===== config.mk =====
export PLATFORM = sky130hd
export DESIGN_NAME = imem_loader
export DESIGN_NICKNAME = d
export VERILOG_FILES = /design/src/rtl/imem_loader_pkg.sv /design/src/rtl/imem_word_pack.sv /design/src/rtl/imem_loader.sv
export SDC_FILE = /design/constraint.sdc
export NUM_CORES = 1
export LEC_CHECK = 0
export ABC_AREA = 1
export CELL_PAD_IN_SITES_DETAIL_PLACEMENT = 0
export CELL_PAD_IN_SITES_GLOBAL_PLACEMENT = 1
export CORE_MARGIN = 1
export CORE_UTILIZATION = 43
export CTS_BUF_LIST = sky130_fd_sc_hd__clkbuf_16
export DETAILED_ROUTE_END_ITERATION = 6
export DONT_BUFFER_PORTS = 1
export PLACE_DENSITY = 0.77
export SETUP_SLACK_MARGIN = 0.05
export SLEW_MARGIN = 20
export SYNTH_ARGS = -nofsm -noshare
export SYNTH_HDL_FRONTEND = slang
export SYNTH_SLANG_ARGS = --single-unit

===== constraint.sdc =====
create_clock -name clk_i -period 3.9 [get_ports clk_i]
set_clock_uncertainty 0.05 [all_clocks]
set_input_delay 0.585 -clock clk_i [delete_from_list [all_inputs] [get_ports clk_i]]
set_output_delay 0.585 -clock clk_i [all_outputs]
set_load 0.01 [all_outputs]

===== src/rtl/imem_loader_pkg.sv =====
// Shared types and constants for the instruction-memory boot loader.
package imem_loader_pkg;

    localparam int unsigned BYTE_W    = 8;
    localparam int unsigned WORD_W    = 32;
    localparam int unsigned LEN_W     = 16;
    localparam int unsigned LANE_N    = WORD_W / BYTE_W;
    localparam logic [BYTE_W-1:0] SYNC_BYTE = 8'hA5;

    typedef enum logic [2:0] {
        IDLE,
        LEN0,
        LEN1,
        DATA,
        CSUM,
        DONE,
        ERR
    } state_t;

    // True for the states that belong to a frame in progress.
    function automatic logic is_frame_state(input state_t s);
        return (s == LEN0) || (s == LEN1) || (s == DATA) || (s == CSUM);
    endfunction

endpackage


===== src/rtl/imem_word_pack.sv =====
// Little-endian byte-to-word packer with running XOR checksum.
// word_valid_o pulses for one cycle, the cycle after the 4th byte of a word.
module imem_word_pack
    import imem_loader_pkg::*;
(
    input  logic              clk_i,
    input  logic              rst_i,
    input  logic              clear_i,
    input  logic              byte_valid_i,
    input  logic [BYTE_W-1:0] byte_i,
    output logic              word_valid_o,
    output logic [WORD_W-1:0] word_o,
    output logic [BYTE_W-1:0] xor_o,
    output logic              last_lane_c
);

    logic [2:0][BYTE_W-1:0] lane_q;
    logic [1:0]             idx_q;

    // The incoming byte completes a word when it lands in the top lane.
    assign last_lane_c = (idx_q == 2'd3);

    // Lane index and checksum accumulator.
    always_ff @(posedge clk_i or posedge rst_i) begin
        if (rst_i) begin
            idx_q <= 2'd0;
            xor_o <= '0;
        end else if (clear_i) begin
            idx_q <= 2'd0;
            xor_o <= '0;
        end else if (byte_valid_i) begin
            idx_q <= idx_q + 2'd1;
            xor_o <= xor_o ^ byte_i;
        end
    end

    // Lower lanes hold bytes 0..2; byte 3 is merged straight into the word.
    always_ff @(posedge clk_i or posedge rst_i) begin
        if (rst_i) begin
            lane_q       <= '0;
            word_o       <= '0;
            word_valid_o <= 1'b0;
        end else begin
            word_valid_o <= 1'b0;
            if (byte_valid_i && !clear_i) begin
                case (idx_q)
                    2'd0:    lane_q[0] <= byte_i;
                    2'd1:    lane_q[1] <= byte_i;
                    2'd2:    lane_q[2] <= byte_i;
                    default: begin
                        word_o       <= {byte_i, lane_q[2], lane_q[1], lane_q[0]};
                        word_valid_o <= 1'b1;
                    end
                endcase
            end
        end
    end

endmodule


===== src/rtl/imem_loader.sv =====
// Byte-stream boot loader feeding the instruction memory write port.
// Frame: 0xA5, LEN_LO, LEN_HI, LEN*4 data bytes (LSB first), XOR checksum.
// Optional build macro IMEM_LOADER_TIMEOUT_EN aborts a frame after
// TIMEOUT_CYC cycles without an accepted byte.
module imem_loader
    import imem_loader_pkg::*;
#(
    parameter int unsigned IMEM_W      = 32,
    parameter int unsigned DEPTH_WORDS = 4096,
    parameter int unsigned TIMEOUT_CYC = 1000000
) (
    input  logic              clk_i,
    input  logic              rst_i,
    input  logic              rx_valid_i,
    input  logic [BYTE_W-1:0] rx_data_i,
    output logic              rx_ready_o,
    output logic              wr_en_o,
    output logic [IMEM_W-1:0] wr_addr_o,
    output logic [WORD_W-1:0] wr_data_o,
    output logic              cpu_hold_o,
    output logic              busy_o,
    output logic              done_o,
    output logic              err_o
);

    state_t state_q, state_d;

    logic              hs_c;
    logic [BYTE_W-1:0] len_lo_q;
    logic [LEN_W-1:0]  len_q;
    logic [LEN_W-1:0]  len_new_c;
    logic [LEN_W-1:0]  word_idx_q;
    logic              last_word_c;
    logic              timeout_c;

    logic              start_c;
    logic              latch_lo_c;
    logic              latch_len_c;
    logic              pack_clear_c;
    logic              pack_byte_c;
    logic              take_word_c;

    logic              pack_word_valid;
    logic [WORD_W-1:0] pack_word;
    logic [BYTE_W-1:0] pack_xor;
    logic              last_lane_c;

    assign hs_c        = rx_valid_i && rx_ready_o;
    assign len_new_c   = LEN_W'({rx_data_i, len_lo_q});
    assign last_word_c = (word_idx_q == (len_q - LEN_W'(1)));

    // Byte lanes, lane index and checksum live in the packer.
    imem_word_pack u_pack (
        .clk_i        (clk_i),
        .rst_i        (rst_i),
        .clear_i      (pack_clear_c),
        .byte_valid_i (pack_byte_c),
        .byte_i       (rx_data_i),
        .word_valid_o (pack_word_valid),
        .word_o       (pack_word),
        .xor_o        (pack_xor),
        .last_lane_c  (last_lane_c)
    );

    // Write strobe and data come straight from the packer's output flops.
    assign wr_en_o   = pack_word_valid;
    assign wr_data_o = pack_word;

`ifdef IMEM_LOADER_TIMEOUT_EN
    localparam int unsigned TO_W = $clog2(TIMEOUT_CYC + 1);

    logic [TO_W-1:0] to_cnt_q;

    // Cycles since the last accepted byte while a frame is open.
    always_ff @(posedge clk_i or posedge rst_i) begin
        if (rst_i) begin
            to_cnt_q <= '0;
        end else if (!is_frame_state(state_q) || hs_c) begin
            to_cnt_q <= '0;
        end else begin
            to_cnt_q <= to_cnt_q + TO_W'(1);
        end
    end

    assign timeout_c = is_frame_state(state_q) && !hs_c &&
                       (to_cnt_q == TO_W'(TIMEOUT_CYC - 1));
`else
    assign timeout_c = 1'b0;
`endif

    // Frame sequencing and per-cycle datapath controls.
    always_comb begin
        state_d      = state_q;
        start_c      = 1'b0;
        latch_lo_c   = 1'b0;
        latch_len_c  = 1'b0;
        pack_clear_c = 1'b0;
        pack_byte_c  = 1'b0;
        take_word_c  = 1'b0;

        case (state_q)
            IDLE: begin
                // Keeps the checksum at zero so an empty frame compares against 0x00.
                pack_clear_c = 1'b1;
                if (hs_c && (rx_data_i == SYNC_BYTE)) begin
                    start_c = 1'b1;
                    state_d = LEN0;
                end
            end
            LEN0: begin
                if (hs_c) begin
                    latch_lo_c = 1'b1;
                    state_d    = LEN1;
                end
            end
            LEN1: begin
                if (hs_c) begin
                    latch_len_c = 1'b1;
                    if (32'(len_new_c) > 32'(DEPTH_WORDS)) begin
                        state_d = ERR;
                    end else if (len_new_c == '0) begin
                        state_d = CSUM;
                    end else begin
                        pack_clear_c = 1'b1;
                        state_d      = DATA;
                    end
                end
            end
            DATA: begin
                if (hs_c) begin
                    pack_byte_c = 1'b1;
                    if (last_lane_c) begin
                        take_word_c = 1'b1;
                        if (last_word_c) begin
                            state_d = CSUM;
                        end
                    end
                end
            end
            CSUM: begin
                if (hs_c) begin
                    state_d = (rx_data_i == pack_xor) ? DONE : ERR;
                end
            end
            DONE:    state_d = IDLE;
            ERR:     state_d = IDLE;
            default: state_d = IDLE;
        endcase

        if (timeout_c) begin
            state_d = ERR;
        end
    end

    // State register and registered status outputs, derived from the next state.
    always_ff @(posedge clk_i or posedge rst_i) begin
        if (rst_i) begin
            state_q    <= IDLE;
            rx_ready_o <= 1'b0;
            busy_o     <= 1'b0;
            done_o     <= 1'b0;
            err_o      <= 1'b0;
            cpu_hold_o <= 1'b1;
        end else begin
            state_q    <= state_d;
            rx_ready_o <= (state_d != DONE) && (state_d != ERR);
            busy_o     <= is_frame_state(state_d);
            if (start_c) begin
                done_o     <= 1'b0;
                err_o      <= 1'b0;
                cpu_hold_o <= 1'b1;
            end
            if (state_d == DONE) begin
                done_o     <= 1'b1;
                cpu_hold_o <= 1'b0;
            end
            if (state_d == ERR) begin
                err_o <= 1'b1;
            end
        end
    end

    // Frame length capture.
    always_ff @(posedge clk_i or posedge rst_i) begin
        if (rst_i) begin
            len_lo_q <= '0;
            len_q    <= '0;
        end else begin
            if (latch_lo_c) begin
                len_lo_q <= rx_data_i;
            end
            if (latch_len_c) begin
                len_q <= len_new_c;
            end
        end
    end

    // Word index and the write address presented alongside the strobe.
    always_ff @(posedge clk_i or posedge rst_i) begin
        if (rst_i) begin
            word_idx_q <= '0;
            wr_addr_o  <= '0;
        end else begin
            if (latch_len_c) begin
                word_idx_q <= '0;
            end else if (take_word_c) begin
                word_idx_q <= word_idx_q + LEN_W'(1);
            end
            if (take_word_c) begin
                wr_addr_o <= IMEM_W'({word_idx_q, 2'b00});
            end
        end
    end

endmodule


Word-level counts from Yosys, hierarchy flattened
Index checks and enable logic that the tools add are counted.
{"block": "word_totals", "regBits": 131, "input_bits": 11, "out_inout_bits": 70}
{"block": "classes", "add_sub_neg": 3, "order_cmp": 1, "eq_ne": 18, "mux": 37, "bitwise": 2, "n_reduce_logical": 20}
{"op": "16-bit 2-to-1 mux", "n": 2}
{"op": "3-bit 2-to-1 mux", "n": 9}
{"op": "1-bit 2-to-1 mux", "n": 19}
{"op": "16-bit by 1-bit adder with 16-bit output (second input constant)", "n": 1}
{"op": "16-bit == test", "n": 1}
{"op": "16-bit by 13-bit > comparator with 1-bit output (second input constant)", "n": 1}
{"op": "16-bit zero test", "n": 1}
{"op": "8-bit 2-to-1 mux", "n": 2}
{"op": "16-bit by 1-bit subtractor with 16-bit output (second input constant)", "n": 1}
{"op": "3-bit one-hot mux with 5 select lines", "n": 1}
{"op": "3-bit by 2-bit == test with 1-bit output (second input constant)", "n": 4}
{"op": "3-bit == test (second input constant)", "n": 4}
{"op": "8-bit == test", "n": 1}
{"op": "8-bit == test (second input constant)", "n": 1}
{"op": "2-bit AND reduction", "n": 4}
{"op": "2-bit nonzero test", "n": 4}
{"op": "8-bit XOR", "n": 1}
{"op": "3-bit by 1-bit == test with 1-bit output (second input constant)", "n": 2}
{"op": "2-bit 2-to-1 mux", "n": 3}
{"op": "3-bit != test (second input constant)", "n": 2}
{"op": "2-bit == test (second input constant)", "n": 2}
{"op": "1-bit logical AND", "n": 4}
{"op": "3-bit zero test", "n": 1}
{"op": "1-bit logical OR", "n": 3}
{"op": "7 further kinds", "n": 7}

Logic depth before layout (Yosys ltp)
Gate-level depths: netlist of the first run.
{"block": "depth", "depth_word": 10, "depth_mapped": 17, "depth_no_buf": 17}

By module
A second synthesis of the first run with hierarchy kept.
{"block": "unflattened", "cells_unflattened": 811, "hier_area_um2": 6658.9}
{"mod": "imem_loader", "instances": 1, "cells_per_inst": 498, "area_each_um2": 3763.6, "seq_area_each_um2": 1602.8}
{"mod": "imem_word_pack", "instances": 1, "cells_per_inst": 313, "area_each_um2": 2895.3, "seq_area_each_um2": 1676.6}

Worst setup path before layout of the first run
OpenSTA, ideal clock, no wires.
{"block": "synth_timing", "kind": "input to register", "startpoint": "in rx_valid_i", "endpoint": "reg word_idx_q[14]", "setup_ns": 0.119, "t_arrival_ns": 1.692, "setup_slack_ns": 2.039, "stages": 10, "cell_sequence": "nand2_1 > nor2_1 > nand2_1 > inv_2 > nand2_2 > nor3_4 > nand3_2 > nor3_2 > a21oi_1 > o21a_1"}
{"block": "synth_via", "elab_chain_len": 4, "word_cells_on_any_way": 7}
{"item": "start, declared", "line_no": "imem_loader.sv:14", "source": "input logic rx_valid_i,"}
{"item": "1-bit logical AND (*)", "line_no": "imem_loader.sv:48", "source": "assign hs_c = rx_valid_i && rx_ready_o;"}
{"item": "1-bit 2-to-1 mux, on equally long branches", "line_no": "imem_loader.sv:117, imem_loader.sv:130"}
{"item": "1-bit 2-to-1 mux", "line_no": "imem_loader.sv:101", "source": "case (state_q)"}
{"item": "16-bit 2-to-1 mux / 2-bit nonzero test (equally long branches)"}
{"item": "end signal, assigned", "line_no": "imem_loader.sv:207", "source": "word_idx_q <= word_idx_q + LEN_W'(1);"}
{"item": "end, declared", "line_no": "imem_loader.sv:32", "source": "logic [LEN_W-1:0] word_idx_q;"}
Mark *: on every way between the ends. The rest lies on a longest branch, timed or not.
A chain may end at the register's enable or synchronous reset.

Worst setup path in the final report of the first run
{"block": "layout_timing", "startpoint": "reg rx_ready_o", "endpoint": "reg word_idx_q[11]"}
{"block": "layout_via", "elab_chain_len": 4, "word_cells_on_any_way": 7}
{"item": "start, declared", "line_no": "imem_loader.sv:16", "source": "output logic rx_ready_o,"}
{"item": "start signal, assigned", "line_no": "imem_loader.sv:166", "source": "rx_ready_o <= (state_d != DONE) && (state_d != ERR);"}
{"item": "1-bit logical AND (*)", "line_no": "imem_loader.sv:48"}
{"item": "1-bit 2-to-1 mux, on equally long branches", "line_no": "imem_loader.sv:117, imem_loader.sv:130"}
{"item": "1-bit 2-to-1 mux", "line_no": "imem_loader.sv:101"}
{"item": "16-bit 2-to-1 mux / 2-bit nonzero test (equally long branches)"}
Marked as above.

==> reports/summary.md, run 1 <==
The flow ran to the end, and the final reports show no timing, DRC or antenna violations. The logs give 0 for the global route total overflow and 41.2% for the share of total power in sequential cells. The detailed router's first-iteration violation count came out at 260. At the end of the flow, the number of nets in the layout was 777. Post-CTS repair changed the size of 0 cells. Of the total power, the share spent switching nets is 35.42%. The run gives 0.003279 mm² as the area of all sequential standard cells. The clock root buffer master is clkbuf_16. The detailed placer's ending HPWL is 10140 µm. The achievable clock frequency was 449.7 MHz. The die is 122.5 µm tall. The floorplan die width was 122.5 µm. Kind of capture point of the worst setup path: a flip-flop.

The count of antenna-violating nets left after detailed routing was 0; the share of post-route cells with drive strength above 1 was 8.549%. The average wire per standard cell was 15.34 µm. The slack of the critical path came out at 1.676 ns. The number of buffers and inverters on the critical path works out to 1. In this run the number of H-tree levels came out at 4. The final number of hold-violating endpoints is 0, and the count of final setup violators is 0. Summing the areas of all and, or, nand and nor instances in the mapped netlist gives 26.61% of the synthesized area. The logs give 4588 for the number of global-route vias before repair and 32.2% for the clock share of power. The routed via count divided by cell count was 5.048. The kind of cell adding the most delay to the critical path was simple AND/OR/NAND/NOR gates. The data required time of the critical path was 4.16 ns. The logs give 0.0003110 V for the worst-case vdd ir drop and 2.804 mW for the internal power of the cells.

The tool flagged a number of max-cap violations equal to 0. STA puts the critical path data arrival time at 2.48 ns. The number of antenna violations at the first check in global routing came out at 0.

The fraction of synthesized area in multiplexers was 0%. The combinational family with the most area after synthesis is simple AND/OR/NAND/NOR gates. Counting the fill cells in the layout gives 1347.

The worst setup path is launched from a flip-flop. The multi-input combinational cell area was 0.002580 mm². Relative max-transition margin: 45.97%. Summing the areas of all fa, ha and maj instances in the mapped netlist gives 1.202% of the synthesized area.

The die covers 0.01501 mm². The type of the most critical hold path was in -> async. Before antenna repair, the detailed router went through 5 iterations.

The number of distinct standard cells referenced by the synthesized netlist is 38, and the wire length of the first global-routing pass is 23710 µm. For this design the total switching power over the nets is 1.538 mW. The aggregate routed wire length is 14610 µm, and the clock transition time at the flip-flop clock pins of the worst setup and hold paths is 0.05 ns. Leaving out fill and tap cells, the most frequent cell in the layout is nand2_1. The run gives 0.006245 mm² as the netlist area before placement. Summed over all nets, wire length on met2 after detailed routing comes to 6620 µm. The top cell types in the final layout, fill and taps aside, are 263 x nand2_1, 130 x dfrtp_1, 89 x o21ai_0. The total length of routed met3 wires was 880 µm; the actual transition at the worst max-transition pin was 0.8088 ns. The largest single stage delay on the critical path is 0.40 ns. The synthesized netlist devotes 9.557% of its cell area to compound gates. During placement, the flow inserted port buffers numbering 0. Among all stages on the critical path, the largest delay is contributed by dfrtp_1. For this design the top-level I/O count stands at 81. The wire length the detailed router placed on met1 is 6827 µm, and the final sum of negative setup slack is 0 ns. Dividing total power by cell area gives a power density of 630.5 mW/mm².

The repair_antennas step left the layout with diodes totalling 0. The run gives 0.42 ns as the clock network latency to the later pin of the worst-skew pair. The share of the synthesized netlist area taken by xor and xnor gates is 2.945%. The clock passes through at most 2 buffers. The critical path is of the reg -> reg type.

The run gives 0 as the total setup buffers inserted after CTS. The number of clock buffers added by TritonCTS is 17. In the routed design, unresolved DRC markers number 0. For the sequential cell area fraction in the yosys report, the log shows 52.51%. Number of buffers added to fix hold violations after cts: 0. Walking the worst path, the cells encountered are nand2_1, nor2_1, nand2_2, buf_4, nor2_1, nand3_1, nor3_1, nand3_1, o21ai_0, a21oi_1. Subtracting the final worst setup slack from the clock period gives 2.224 ns.

Across all layers, the routed design uses 4806 vias. Setup repair after global routing left no endpoint under its margin. The Yosys step of the flow raised 0 warnings. At the end of routability-driven placement, the weighted congestion stood at 0.8231. The leakage power came out at 3.414 nW.

Maximum fanout along the worst path: 42. In this run the mean area of a mapped cell was 8.228 µm². The portion of the clock cycle consumed by the worst path in the final layout works out to 57.02%. TritonCTS built the clock tree. For the largest net degree at the start of global routing, the log shows 97. Before CTS, the worst setup slack after placement is 1.524 ns.

The synthesized design contains 131 register bits. The number of slew-limit violations in the final report came out at 0. The power share of the combinational group was 26.6%; the row count was 43. Global routing used 21.31% of the available tracks. For this design, the sink count on the clock tree is 131. The initial utilization of the core area, before any placement, comes to 44.47%. The area added between synthesis and finish was 10.26%. Top metal layer carrying routed signals: met4. In the synthesized netlist, the number of instances is 759.

The region available for standard cell placement spans 0.01404 mm².
-- flip-flops by register name (all words and copies together), names as in the netlist, 2 cells and up --
name           count
state_q            3
u_pack.idx_q       2
u_pack.xor_o       8
len_lo_q           8
word_idx_q        16
u_pack.word_o     32
wr_addr_o         16
len_q             16
u_pack.lane_q     24
-- routing by layer --
metal  GRT usage (%)  up-vias
met5               0        -
met4           8.994        0
met3           6.924       20
met2           32.23      131
met1           27.96     2279
li1                -     2376
-- worst register-to-register path, delay by kind of cell, from the launching register on --
family	cells	cell delay, ns
simple gates	7	1.17
compound gates	2	0.23
flops	1	0.40
buf+inv	1	0.26
-- layout make-up --
class                   instances  share of cell area (%)
multi-input cells             542                   37.47
clock buffers                  17                   6.178
clock inverters                14                   1.236
flip-flops and latches        131                   47.63
repair buffers                  5                  0.7269
inverters                      63                   3.489
well taps                     180                   3.271
-- Yosys cell counts, drive strengths merged --
cell type  instances  area [µm²]
clkinv             2       7.510
a211oi             1       7.510
and2               1       6.260
buf               21       142.6
dfrtp            130        3253
o21ai             92       460.4
o21a               3       22.52
nor3              12       76.33
ha                 6       75.07
xor2               7       61.31
dfstp              1       26.28
nand3b             1       7.510
conb               1       3.750
clkbuf            17       65.06
nor2              57       274.0
nand3             35       195.2
xnor2             14       122.6
o221a              1       11.26
nand2            272        1046
a21oi             16       95.10
nor4               6       37.54
inv               61       229.0
nand4              2       18.77
-- logic make-up after synthesis --
| family | count (synthesis) |
|---|---|
| other | 1 |
| buffers and inverters | 101 |
| flip-flops | 131 |
| AO/OA/AOI/OAI | 113 |
| XOR/XNOR | 21 |
| adder cells (fa/ha/maj) | 6 |
| AND/OR/NAND/NOR | 386 |
-- through the flow --
stage | hold WS (ns) | area, µm² | util [%] | instances | power, mW
6_report | 0.1243 | 6885 | 49.03 | 952 | 4.341
5_1_grt | 0.1746 | 6885 | 49.03 | 952 | 4.639
4_1_cts | 0.1414 | 6885 | 49.03 | 952 | 4.385
3_5_place_dp | 0.4098 | 6375 | 45.40 | 921 | 2.967
3_3_place_gp | 0.4110 | 6375 | 45.40 | 921 | 2.937
2_1_floorplan | 0.3922 | 6305 | - | 774 | 2.685
-- final timing paths --
check / start / to / slack [ns] / cells past startpoint
max in group asynchronous: rst_i / cpu_hold_o / 2.69 / 2
min in group clk_i: rx_data_i[1] / len_q[9] / 0.25 / 2
worst max-delay path: rx_ready_o / word_idx_q[11] / 1.68 / 10
worst max register to register: rx_ready_o / word_idx_q[11] / 1.68 / 10
worst min-delay path: rst_i / u_pack.word_o[3] / 0.12 / 1
worst min register to register: u_pack.lane_q[17] / u_pack.word_o[17] / 0.42 / 2
-- power groups by stage --
| stage | logic, mW | clock network, mW | registers [mW] |
|---|---|---|---|
| 2_1_floorplan | 0.941 | 0 | 1.74 |
| 3_3_place_gp | 1.13 | 0 | 1.81 |
| 3_5_place_dp | 1.16 | 0 | 1.81 |
| 4_1_cts | 1.17 | 1.43 | 1.79 |
| 5_1_grt | 1.33 | 1.50 | 1.81 |
| 6_report | 1.15 | 1.40 | 1.79 |
(Power assumes the default switching activity.)
==> inputs of run 2 (changes only) <==
--- a/config.mk
+++ b/config.mk
@@ -9,11 +9,11 @@
 export CELL_PAD_IN_SITES_DETAIL_PLACEMENT = 0
 export CELL_PAD_IN_SITES_GLOBAL_PLACEMENT = 1
 export CORE_MARGIN = 1
-export CORE_UTILIZATION = 43
+export CORE_UTILIZATION = 47
 export CTS_BUF_LIST = sky130_fd_sc_hd__clkbuf_16
 export DETAILED_ROUTE_END_ITERATION = 6
 export DONT_BUFFER_PORTS = 1
-export PLACE_DENSITY = 0.77
+export PLACE_DENSITY = 0.8
 export SETUP_SLACK_MARGIN = 0.05
 export SLEW_MARGIN = 20
 export SYNTH_ARGS = -nofsm -noshare
==> constraint.sdc (replaced) <==
create_clock -name clk_i -period 2.2 [get_ports clk_i]
set_clock_uncertainty 0.05 [all_clocks]
set_input_delay 0.33 -clock clk_i [delete_from_list [all_inputs] [get_ports clk_i]]
set_output_delay 0.33 -clock clk_i [all_outputs]
set_load 0.01 [all_outputs]
==> reports/summary.md, run 2 (synthesis gave the netlist of run 1 again) <==
Kind of capture point of the worst setup path: a flip-flop. Type of the most critical hold path: in -> reg. Clock transition time at the flip-flop clock pins of the worst setup and hold paths: 0.06 ns (about the same). The worst setup path is launched from a flip-flop. The share of total power in sequential cells was 38.1% (-3.1 points); the aggregate routed wire length was 14550 µm (-0.40%). The number of buffers and inverters on the critical path was 1 (unchanged); the total via count in the routed design was 4889 (+1.7%). The tools report the detailed placer's ending HPWL as 10120 µm (-0.27%). Number of buffers inserted by port buffering: 0 (unchanged). The row count came out at 41 (-4.7%). Worst reg-to-reg path cell count: 11 (+1). The flow ran to the end, and the final reports show no timing, DRC or antenna violations. Worst-case register-to-register setup slack: 0.16 ns (-1.52 ns). The count of max-cap constraint violations is 0 (unchanged).

Number of sinks driven by the clock tree: 131 (unchanged). The library cells used most frequently in the layout, excluding fill and tap cells, are 262 x nand2_1, 129 x dfrtp_1, 89 x o21ai_0. The tools report the worst-case vdd ir drop as 0.0004965 V (+60%). Final antenna diode count: 0 (unchanged). Destination of the worst register-to-register timing path: rx_ready_o.

Signal routing reaches up to met4. Setup repair after global routing could not meet its margin everywhere. The largest registers in the layout are u_pack.word_o: 32 flops, u_pack.lane_q: 24 flops.

Following the worst setup path forward leads to its endpoint at rx_ready_o. The die extent in y works out to 117.3 µm (-4.3%). The final-stage net count was 787 (+1.3%). For the number of global-route vias before repair, the log shows 4791 (+4.4%). The library cell used most frequently in the layout, excluding fill and tap cells, is nand2_1. The detailed router's first-iteration violation count is 292 (+12%).

The run gives 0 (unchanged) as the total setup buffers inserted after CTS. The total length of routed met3 wires is 795 µm (-9.7%). The count of final setup violators was 0 (unchanged); the routability-driven placement congestion ratio was 0.8513 (+3.4%). The clock share of power came out at 35.9% (+3.7 points). The routed via count divided by cell count was 5.119 (+1.4%); the routed length on met2 was 6851 µm (+3.5%). For the number of fillers in the final layout, the log shows 1194 (-11%).

The tools report the total routing resource utilization after global routing as 23.49% (+2.2 points). For the first-pass detailed-route iteration total, the log shows 5 (unchanged). The actual transition at the worst max-transition pin was 0.7486 ns (-0.06019 ns). The tools report the number of slew-limit violations in the final report as 0 (unchanged).

The worst stage delay on the critical path was 0.39 ns (about the same). Compared with the post-synthesis result, the final layout area differs by 14.17%. The time the worst path needs with I/O delays and setup was 2.040 ns (-0.1840 ns). The maximum fanout along the worst path works out to 4 (-90%).

Flip-flop count of the largest register after layout: 32 (unchanged). The logs give 4 (unchanged) for the number of levels in the clock H-tree and 6679 µm (-2.2%) for the wire length the detailed router placed on met1. The most repeated library cell on the critical path was nor2_2. The run gives 0.01277 mm² (-9.0%) as the core region area. The power density over cell area was 1163 mW/mm² (+84%). The run gives 5.350 mW (+91%) as the internal power of the cells. The number of design rule violations left after detail routing was 0 (unchanged). The clock network latency to the later pin of the worst-skew pair was 0.43 ns (about the same). The worst hold path startpoint is rx_data_i[5].

The number of antenna violations at the first check in global routing was 0 (unchanged). Ranked by flip-flop count, first place goes to u_pack.word_o. The tools report the area of the die as 0.01375 mm² (-8.4%).

For the leakage power, the log shows 3.496 nW (+2.4%). The maximum buffer depth of the clock tree was 2 (unchanged). The portion of the clock cycle consumed by the worst path in the final layout was 92.72% (+36 points); the average wire per standard cell was 15.23 µm (-0.72%). The logs give 48.89% (+4.4 points) for the starting utilization of the core area and 17 (unchanged) for the total CTS buffers. For this design, the slowest cell found on the critical path is dfrtp_1. Worst hold slack after final layout: 0.06626 ns (-0.05808 ns). The startpoint identified for the worst register-to-register timing path is len_q[1]. Global route total overflow: 0 (unchanged).

Traced cell by cell, the critical path runs through inv_1, ha_4, xnor2_1, nor2_1, nand2_1, nor2_2, nand3_1, nor2_2, nand4_2, a21oi_4, o21ai_1. The worst hold path depth is 2, and the data arrival at the endpoint of the critical path is 2.29 ns (-0.19 ns). TritonCTS built the clock tree. The share of total power consumed by net switching came out at 35.46% (+0.041 points).

The floorplan die width is 117.3 µm (-4.3%), and the count of antenna-violating nets left after detailed routing is 0 (unchanged). The logs give 0 ns (unchanged) for the final sum of negative setup slack and 26.0% (-0.6 points) for the power share of the combinational group. Kind of cell adding the most delay to the critical path: simple AND/OR/NAND/NOR gates. For the achievable clock frequency, the log shows 490.2 MHz (+9.0%).

The wire length of the first global-routing pass is 24060 µm (+1.5%), and the data required time of the critical path is 2.45 ns (-1.71 ns). The beginning of the critical path was len_q[1]. The tools report the number of primary I/O pins as 81 (unchanged).

The share of post-route cells with drive strength above 1 came out at 12.13% (+3.6 points). The run gives 0 (unchanged) as the final number of hold-violating endpoints. The power spent charging and discharging nets was 2.940 mW (+91%); the largest net degree at the start of global routing was 132 (+36%).

The critical path depth in cells works out to 11 (+1). By startpoint and endpoint, the worst setup path is classified as reg -> reg. The relative max-transition margin is 50.04% (+4.1 points). Clock tree synthesis selected as its root buffer the cell clkbuf_16.
run 2: worst min path at each step:
stage          slack, ns                end
3_5_place_dp        0.41           len_q[9]
3_3_place_gp        0.41  u_pack.word_o[18]
4_1_cts             0.05        len_lo_q[5]
2_1_floorplan       0.39   u_pack.word_o[0]
6_report            0.07        len_lo_q[5]
5_1_grt              0.1        len_lo_q[5]
run 2: cell type report:
type | instances | area (µm²) | area share, %
Tap cell | 172 | 215.2 | 3.019
Clock buffer | 17 | 425.4 | 5.967
Multi-Input combinational cell | 542 | 2630 | 36.89
Inverter | 63 | 240.2 | 3.370
Timing Repair Buffer | 15 | 142.6 | 2.001
Sequential cell | 131 | 3281 | 46.02
Clock inverter | 15 | 195.2 | 2.738
run 2: metal layers:
metal	track usage [%]	up-vias
li1	-	2402
met1	30.95	2342
met2	38.08	129
met3	5.252	16
met4	8.523	0
met5	0	-
run 2: what timing repair did:
action,4_1_cts,5_1_grt
resized for setup,0,15
endpoints found under the hold margin,131,0
setup endpoints to repair,0,11
hold buffers,2,0
run 2: metrics by stage:
| stage | setup slack, ns | power, mW | util [%] | area (µm²) | std cells |
|---|---|---|---|---|---|
| 5_1_grt | 0.03404 | 8.818 | 55.81 | 7129 | 955 |
| 6_report | 0.1601 | 8.289 | 55.81 | 7129 | 955 |
| 3_5_place_dp | 0.1198 | 5.269 | 50.40 | 6437 | 921 |
| 3_3_place_gp | 0.1560 | 5.238 | 50.40 | 6437 | 921 |
| 2_1_floorplan | 0.1976 | 4.760 | - | 6305 | 774 |
| 4_1_cts | 0.1063 | 8.274 | 55.41 | 7078 | 955 |
run 2: power by group through the flow:
stage,clock network [mW],logic [mW],registers (mW)
final,2.98,2.16,3.16
after global routing,3.12,2.49,3.21
after CTS,3.02,2.11,3.15
after detailed placement,0,2.08,3.19
after global placement,0,2.06,3.18
after floorplan,0,1.67,3.09
==> inputs of run 3 (changes only) <==
--- a/config.mk
+++ b/config.mk
@@ -11,6 +11,7 @@
 export CORE_MARGIN = 1
 export CORE_UTILIZATION = 47
 export CTS_BUF_LIST = sky130_fd_sc_hd__clkbuf_16
+export CTS_CLUSTER_SIZE = 10
 export DETAILED_ROUTE_END_ITERATION = 6
 export DONT_BUFFER_PORTS = 1
 export PLACE_DENSITY = 0.8
==> results of run 3 <==
Same layout as run 2: the final DEF is identical, and so are final timing and power.
